## src/rtl/golomb_rice_bin_decoder.sv

```systemverilog
// Golomb-Rice / EGk bin-stream decoder for one coeff_abs_level_remaining codeword.
// Consumes bins MSB-first over a valid/ready handshake and reports the decoded
// symbol, symbol + base_level, the number of bins consumed and a malformed flag.
// Ports:
//   clk, rst          clock, synchronous active-high reset
//   start_dec         start pulse, honoured in IDLE only
//   rice_k            Rice parameter (0..4), latched at start
//   base_level        baseLevel, latched at start
//   bin_valid/bin_val input bin stream; bin_ready accepts a bin
//   dec_done          one-cycle pulse when results are valid
//   symbol/abs_level  decoded remaining symbol and symbol + base_level
//   num_bins          bins consumed by this codeword
//   dec_err           prefix hit MAX_PREFIX ones
module golomb_rice_bin_decoder #(
  parameter int unsigned COEF_REMAIN_BIN_REDUCTION = 3,
  parameter int unsigned MAX_PREFIX                = 24,
  parameter int unsigned SYM_W                     = 32
) (
  input  logic             clk,
  input  logic             rst,
  input  logic             start_dec,
  input  logic [2:0]       rice_k,
  input  logic [7:0]       base_level,
  input  logic             bin_valid,
  input  logic             bin_val,
  output logic             bin_ready,
  output logic             dec_done,
  output logic [SYM_W-1:0] symbol,
  output logic [SYM_W-1:0] abs_level,
  output logic [7:0]       num_bins,
  output logic             dec_err
);

  // Holds both the prefix count and the suffix length (at most MAX_PREFIX-1-CRBR+4).
  localparam int unsigned CNT_W = $clog2(MAX_PREFIX + 5);
  localparam int unsigned CRBR  = COEF_REMAIN_BIN_REDUCTION;

  typedef enum logic [1:0] {S_IDLE, S_PREFIX, S_SUFFIX, S_DONE} state_t;

  state_t             state_q, state_d;
  logic [2:0]         k_q, k_d;
  logic [7:0]         base_q, base_d;
  logic [CNT_W-1:0]   pfx_q, pfx_d;
  logic [CNT_W-1:0]   slen_q, slen_d;
  logic [SYM_W-1:0]   sfx_q, sfx_d;
  logic [SYM_W-1:0]   symbol_q, symbol_d;
  logic [SYM_W-1:0]   abs_level_q, abs_level_d;
  logic [7:0]         num_bins_q, num_bins_d;
  logic               dec_err_q, dec_err_d;
  logic               dec_done_q, dec_done_d;
  logic               bin_ready_q, bin_ready_d;

  logic               hs_c;
  logic [CNT_W-1:0]   pfx_inc_c;
  logic [CNT_W-1:0]   slen_pfx_c;
  logic [SYM_W-1:0]   sfx_shift_c;

  // Rice part below the reduction threshold, EGk base ((1<<(pfx-3))+2) above it.
  function automatic logic [SYM_W-1:0] calc_sym(input logic [CNT_W-1:0] pfx,
                                                input logic [2:0]       k,
                                                input logic [SYM_W-1:0] sfx);
    logic [SYM_W-1:0] hi;
    if (pfx < CNT_W'(CRBR)) hi = SYM_W'(pfx);
    else                    hi = (SYM_W'(1) << (pfx - CNT_W'(CRBR))) + SYM_W'(2);
    return (hi << k) + sfx;
  endfunction

  assign hs_c        = bin_valid & bin_ready_q;
  assign pfx_inc_c   = pfx_q + CNT_W'(1);
  assign slen_pfx_c  = (pfx_q < CNT_W'(CRBR)) ? CNT_W'(k_q)
                                              : pfx_q - CNT_W'(CRBR) + CNT_W'(k_q);
  assign sfx_shift_c = {sfx_q[SYM_W-2:0], bin_val};

  // State register
  always_ff @(posedge clk) begin
    if (rst) state_q <= S_IDLE;
    else     state_q <= state_d;
  end

  // Next-state logic
  always_comb begin
    state_d = state_q;
    case (state_q)
      S_IDLE:   if (start_dec) state_d = S_PREFIX;
      S_PREFIX: begin
        if (hs_c) begin
          if (bin_val) begin
            if (pfx_inc_c == CNT_W'(MAX_PREFIX)) state_d = S_DONE;
          end else if (slen_pfx_c == '0) begin
            state_d = S_DONE;
          end else begin
            state_d = S_SUFFIX;
          end
        end
      end
      S_SUFFIX: if (hs_c && slen_q == CNT_W'(1)) state_d = S_DONE;
      S_DONE:   state_d = S_IDLE;
      default:  state_d = S_IDLE;
    endcase
  end

  // Output / datapath next values; every output is registered below
  always_comb begin
    k_d         = k_q;
    base_d      = base_q;
    pfx_d       = pfx_q;
    slen_d      = slen_q;
    sfx_d       = sfx_q;
    symbol_d    = symbol_q;
    abs_level_d = abs_level_q;
    num_bins_d  = num_bins_q;
    dec_err_d   = dec_err_q;
    case (state_q)
      S_IDLE: begin
        if (start_dec) begin
          k_d         = rice_k;
          base_d      = base_level;
          pfx_d       = '0;
          slen_d      = '0;
          sfx_d       = '0;
          symbol_d    = '0;
          abs_level_d = '0;
          num_bins_d  = '0;
          dec_err_d   = 1'b0;
        end
      end
      S_PREFIX: begin
        if (hs_c) begin
          num_bins_d = num_bins_q + 8'd1;
          if (bin_val) begin
            pfx_d = pfx_inc_c;
            if (pfx_inc_c == CNT_W'(MAX_PREFIX)) begin
              dec_err_d   = 1'b1;
              symbol_d    = '0;
              abs_level_d = '0;
            end
          end else begin
            slen_d = slen_pfx_c;
            if (slen_pfx_c == '0) begin
              symbol_d    = calc_sym(pfx_q, k_q, '0);
              abs_level_d = calc_sym(pfx_q, k_q, '0) + SYM_W'(base_q);
            end
          end
        end
      end
      S_SUFFIX: begin
        if (hs_c) begin
          num_bins_d = num_bins_q + 8'd1;
          sfx_d      = sfx_shift_c;
          slen_d     = slen_q - CNT_W'(1);
          if (slen_q == CNT_W'(1)) begin
            symbol_d    = calc_sym(pfx_q, k_q, sfx_shift_c);
            abs_level_d = calc_sym(pfx_q, k_q, sfx_shift_c) + SYM_W'(base_q);
          end
        end
      end
      default: ;
    endcase
    bin_ready_d = (state_d == S_PREFIX) || (state_d == S_SUFFIX);
    dec_done_d  = (state_d == S_DONE);
  end

  // Datapath and output registers
  always_ff @(posedge clk) begin
    if (rst) begin
      k_q         <= '0;
      base_q      <= '0;
      pfx_q       <= '0;
      slen_q      <= '0;
      sfx_q       <= '0;
      symbol_q    <= '0;
      abs_level_q <= '0;
      num_bins_q  <= '0;
      dec_err_q   <= 1'b0;
      dec_done_q  <= 1'b0;
      bin_ready_q <= 1'b0;
    end else begin
      k_q         <= k_d;
      base_q      <= base_d;
      pfx_q       <= pfx_d;
      slen_q      <= slen_d;
      sfx_q       <= sfx_d;
      symbol_q    <= symbol_d;
      abs_level_q <= abs_level_d;
      num_bins_q  <= num_bins_d;
      dec_err_q   <= dec_err_d;
      dec_done_q  <= dec_done_d;
      bin_ready_q <= bin_ready_d;
    end
  end

  assign bin_ready = bin_ready_q;
  assign dec_done  = dec_done_q;
  assign symbol    = symbol_q;
  assign abs_level = abs_level_q;
  assign num_bins  = num_bins_q;
  assign dec_err   = dec_err_q;

endmodule

```

## config.mk

```make
export PLATFORM = sky130hd
export DESIGN_NAME = golomb_rice_bin_decoder
export DESIGN_NICKNAME = d
export VERILOG_FILES = /design/src/rtl/golomb_rice_bin_decoder.sv
export SDC_FILE = /design/constraint.sdc
export NUM_CORES = 1
export LEC_CHECK = 0
export CAP_MARGIN = 20
export CORE_MARGIN = 10
export CORE_UTILIZATION = 45
export CTS_BUF_LIST = sky130_fd_sc_hd__clkbuf_4
export DETAILED_ROUTE_END_ITERATION = 10
export PLACE_DENSITY = 0.74
export SLEW_MARGIN = 10
export SYNTH_ARGS = -nofsm -noshare
export SYNTH_HDL_FRONTEND = slang
export SYNTH_SLANG_ARGS = --single-unit
```

## constraint.sdc

```tcl
create_clock -name clk -period 6.1 [get_ports clk]
set_clock_uncertainty 0.15 [all_clocks]
set_input_delay 1.525 -clock clk [delete_from_list [all_inputs] [get_ports clk]]
set_output_delay 1.525 -clock clk [all_outputs]
set_load 0.1 [all_outputs]
```

Word level (Yosys, flattened, before mapping)
Index checks and enable logic that the tools add are counted.

operators by class
  add/subtract/negate cells = 9
  $lt $le $gt $ge = 1
  equality and inequality tests = 18
  shift-type cells = 3
  muxes and demuxes = 48
  bitwise gates (word level) = 1
  reductions and logical operators = 16

operators with widths
  cell                     count
  $mux W32                 20
  $pmux W32 S3             2
  $add A32 B8 Y32          2
  $shl A32 B3 Y32          2
  $pmux W31 S2             1
  $mux W5                  7
  $add A32 B3 Y32 const B  1
  $add A32 B32 Y32         1
  $shl A1 B5 Y32 const A   1
  $mux W31                 1
  $mux W8                  2
  $pmux W8 S2              1
  $pmux W5 S3              1
  $ne A2 B2 Y1 const B     7
  $mux W2                  5
  $pmux W5 S2              1
  $reduce_and A5 Y1        2
  $add A8 B1 Y8 const B    1
  $eq A2 B2 Y1 const B     4
  $pmux W2 S4              1
  $reduce_and A7 Y1        1
  $ne A3 B3 Y1 const B     2
  $reduce_and A3 Y1        2
  $reduce_bool A2 Y1       3
  other kinds (20)         25

word-level totals
  flip-flop bits (word level) = 129
  input port bits = 16

Depth between registers and ports, before layout
  depth in word-level cells = 14
  mapped depth = 27

Worst setup path after synthesis
OpenSTA, ideal clock, no wires.

  path type = register to register
  start = register pfx_q[0]
  end = register abs_level_q[28], in the netlist abs_level[28]
  library setup time = 0.127 ns
  arrival time = 5.277 ns
  data required time = 5.823 ns
  slack = 0.546 ns
  cell stages (with the launch flop) = 28
  clock period less this slack = 5.554 ns
  cell sequence = dfxtp_1 -> ha_1 -> buf_2 -> inv_1 -> nand2b_1 -> a21oi_1 -> and2_1 -> ha_1 -> xnor2_1 -> o31ai_2 -> mux2i_1 -> o22ai_1 -> ha_1 -> a21oi_1 -> o21ai_0 -> nand3_1 -> and2_1 -> xnor2_1 -> ha_1 -> o21ai_0 -> nand2b_1 -> o21ai_0 -> nor2_1 -> nand3_2 -> or3_4 -> nor4_2 -> nor3_1 -> or3_1

on the way
  longest elaborated chain between the ends = 14
  elaborated cells on any way between the ends = 31

RTL lines
  what                                                                      RTL line  RTL
  start: declaration                                                        43        logic [CNT_W-1:0] pfx_q, pfx_d;
  start signal: assignment                                                  180       pfx_q <= pfx_d;
  parallel branches: the longest is 14 deep, another holds $add A32 B3 Y32  -
  end signal: assignment                                                    184       abs_level_q <= abs_level_d;
  end: declaration                                                          47        logic [SYM_W-1:0] abs_level_q, abs_level_d;

Several ways; the timed one is not identified. The select of a mux whose other input is x is not followed.
A chain may end at the register's enable or synchronous reset.

Worst setup path after layout
Same ends and word-level chain as after synthesis.

==> impl_results.md <==
* Status: finished, final reports clean
* Final #Nets at 1520
* Switching Fraction at 33.72%
* 1st-pass router iterations at 6
* Post-Syn Area at 10260 um^2
* Initial Util at 45.59%
* Peak VDD IR at 0.1262 mV
* WL/cell at 19.14 um
* Number of synthesized flops with an enable pin at 0
* Layout Cells excl Fill at 1730
* Commonest non-fill, non-tap cell in the layout: nor2_1
* Highest-count cells in the layout ignoring fill and taps: nor2_1, dfxtp_1, nand2_1
* CTS clk-pin slew, worst paths at 0.14 ns
* Hold crit path type: register to register
* Antenna-violating nets left at 0
* Final hold violation count at 0
* P_sw at around 660 uW
* Final period util at 95.03%
* DRT iter0 DRCs at 1094
* Synth area leader: dfxtp_1
* Via density at between 6 and 7
* Pins Over Slew Limit at 0
* Via Count at 10501
* Final setup viols at 0
* Max clock buf depth at 2
* Drt total wl at 33.11 mm
* GRT Residual Overflow at 0
* Arrival time worst endpoint at 6.11 ns
* Initial antenna violation count at 1
* Pwr dens at around 160 nW/um^2
* Global Route Usage Sum at 22.26%
* Register area share after synthesis at 25.17%
* Post-Place Cells at 1687
* First-pass GRT wire length at 53.30 mm
* Gpl congestion at 0.9881
* P&R area growth vs syn at 18.21%
* PortBufs at 90
* CTS Buf Count at 17
* Largest net degree at the start of global routing at 56
* Clock power frac at between 30% and 40%
* CTS root buf: clkbuf_4
* Reg power frac at 44.3%
* Post-Syn Nets at 1426
* Worst skew pair latency at a little under 0.6 ns
* Core ar. at 22500 um^2
* DP HPWL at around 25 mm
* Row cnt at 55
* Register bit count reported by yosys at 129
* F_max at 172.5 MHz
* Crit path time final at a little under 6 ns
* CP Data Required Time at between 6 and 7 ns
* Synth Flop Type: dfxtp_1
* Worst-margin pin slew at 1.123 ns
* Worst Setup Start Kind: register
* Warning count from the yosys run at 0
* Vias in the first global route at 10177
* Average size of a mapped cell at 7.673 um^2
* Post-Syn Instances at 1337
* Logic pwr share at roughly 18%
* Fin Hold WS at 0.3128 ns
* Htree depth at 4
* Leak at around 0.0046 uW
* Setup TNS at 0 ns
* Post-synth top area share at 25.17%
* Layout cells sized above 1 at around an eighth
* Die Width at roughly 170 um
* CTS tree: built
* Die Area at 29240 um^2
* DR DRC count at 0
* Synth area leaders: dfxtp_1, ha_1, a22oi_1
* MaxCap Viol Count at 0
* Library cells used by synthesis at about 100
* Synth async-reset ratio at 0%
* CP endpoint kind: register
* Die Y at approximately 170 um
* # clock sinks at 129
* I/O pin count at 91
* Slew Limit Headroom at 24.79%
* Int Pwr at 1295 uW
* Critical path class: register to register
* CP max FO at 8
==> power groups by stage <==
stage / registers, uW / logic [uW] / clock network (uW)
floorplan: 891 / 223 / 0
global placement: 882 / 325 / 0
detailed placement: 883 / 329 / 0
CTS: 864 / 331 / 750
global route: 867 / 375 / 786
finish: 865 / 343 / 746
==> final cells by class <==
type | instances | area [um^2]
Clock inverter | 15 | 217.7
Timing Repair Buffer | 147 | 1334
Clock buffer | 17 | 127.6
Tap cell | 285 | 356.6
Fill cell | 2112 | 10380
Inverter | 37 | 138.9
Multi-Input combinational cell | 1099 | 7365
Antenna cell | 1 | 2.502
Sequential cell | 129 | 2585
==> synth_stat cells, types with 4 or more instances <==
cell type and instances:
nor3_1 36, a211oi_1 13, a211o_1 7, mux2_2 7
nor2b_1 15, nand3b_1 5, and2_1 17, nor2_1 162
o2bb2ai_1 4, o21a_1 10, o21ai_0 82, a2111oi_0 4
a22o_1 12, inv_1 32, xor2_1 26, a21oi_1 107
clkbuf_1 55, nand2_1 121, nand4_1 13, xnor2_1 34
fa_1 4, ha_1 69, mux2i_1 14, o22ai_1 10
buf_2 13, a22oi_1 86, a21o_1 21, o31ai_1 8
o211ai_1 11, buf_1 4, a21oi_2 5, or3_1 13
o21ai_1 9, and3_1 11, or2_2 8, dfxtp_1 129
nand3_1 34, nand2b_1 21, a31oi_1 8
==> worst max-delay path, cell delays in order (launching register included) <==
cell      delay [ns]
dfxtp_2         0.36
buf_4           0.16
a21bo_2         0.22
a21o_1          0.23
a21oi_2         0.20
and2_1          0.16
ha_1            0.24
and3_1          0.17
a21o_1          0.20
o21ai_1         0.18
nor2_1          0.09
ha_1            0.40
nand2b_1        0.17
a21oi_4         0.07
or2_2           0.32
xor2_1          0.16
ha_1            0.33
o21ai_0         0.11
nand2b_1        0.11
o21ai_1         0.12
nor2_2          0.22
nand3_2         0.16
or3_4           0.45
nor4_2          0.28
nor3_1          0.07
or3_1           0.35
==> stage by stage <==
stage                     area [um^2]  worst slack (ns)  utilization (%)  total power (uW)
after global placement          11590            0.2109            51.50              1208
after CTS                       11950          0.008683            53.09              1945
after global routing            12130          -0.02813            53.89              2028
final                           12130            0.3030            53.89              1954
after floorplan                 10260            0.5457                -              1115
after detailed placement        11590          -0.06865            51.50              1212
==> cell families after synthesis <==
family          Yosys count  synth area share, %
simple gates            489                23.00
compound gates          449                29.99
flops                   129                25.17
buf+inv                 109                4.147
fa+ha+maj                73                9.196
xor+xnor                 65                6.025
mux                      23                2.464
==> layer usage <==
layer	vias to the layer above	share of wire, %	global-route usage (%)
met4	0	3.3	8.091
met2	331	48	37.95
li1	5082	-	-
met3	66	5.2	3.341
met1	5022	44	27.74
met5	-	0	0
==> flip-flops by register name, summed over array words and instances (netlist names) <==
register / count
abs_level: 32
base_q: 8
bin_ready: 1
dec_done: 1
dec_err: 1
k_q: 3
num_bins: 8
pfx_q: 5
sfx_q: 31
slen_q: 5
state_q: 2
symbol: 32
==> timing repair <==
| action | 4_1_cts | 5_1_grt |
|---|---|---|
| gates cloned | 0 | 0 |
| endpoints found under the setup margin | 4 | 20 |
| buffers inserted | 0 | 9 |
| gates resized for setup | 2 | 29 |
| pin swaps | 0 | 15 |
| hold buffers | 0 | 0 |
==> worst paths after layout <==
kind                            cells past startpoint                       from  slack, ns                         end
worst min register to register                      2  abs_level[5]$_SDFFE_PP0P_       0.31   abs_level[5]$_SDFFE_PP0P_
worst min-delay path                                2  abs_level[5]$_SDFFE_PP0P_       0.31   abs_level[5]$_SDFFE_PP0P_
worst max register to register                     25      pfx_q[0]$_SDFFE_PP0P_       0.30  abs_level[28]$_SDFFE_PP0P_
worst max-delay path                               25      pfx_q[0]$_SDFFE_PP0P_       0.30  abs_level[28]$_SDFFE_PP0P_
No activity file was read; power rests on OpenSTA's default activity.
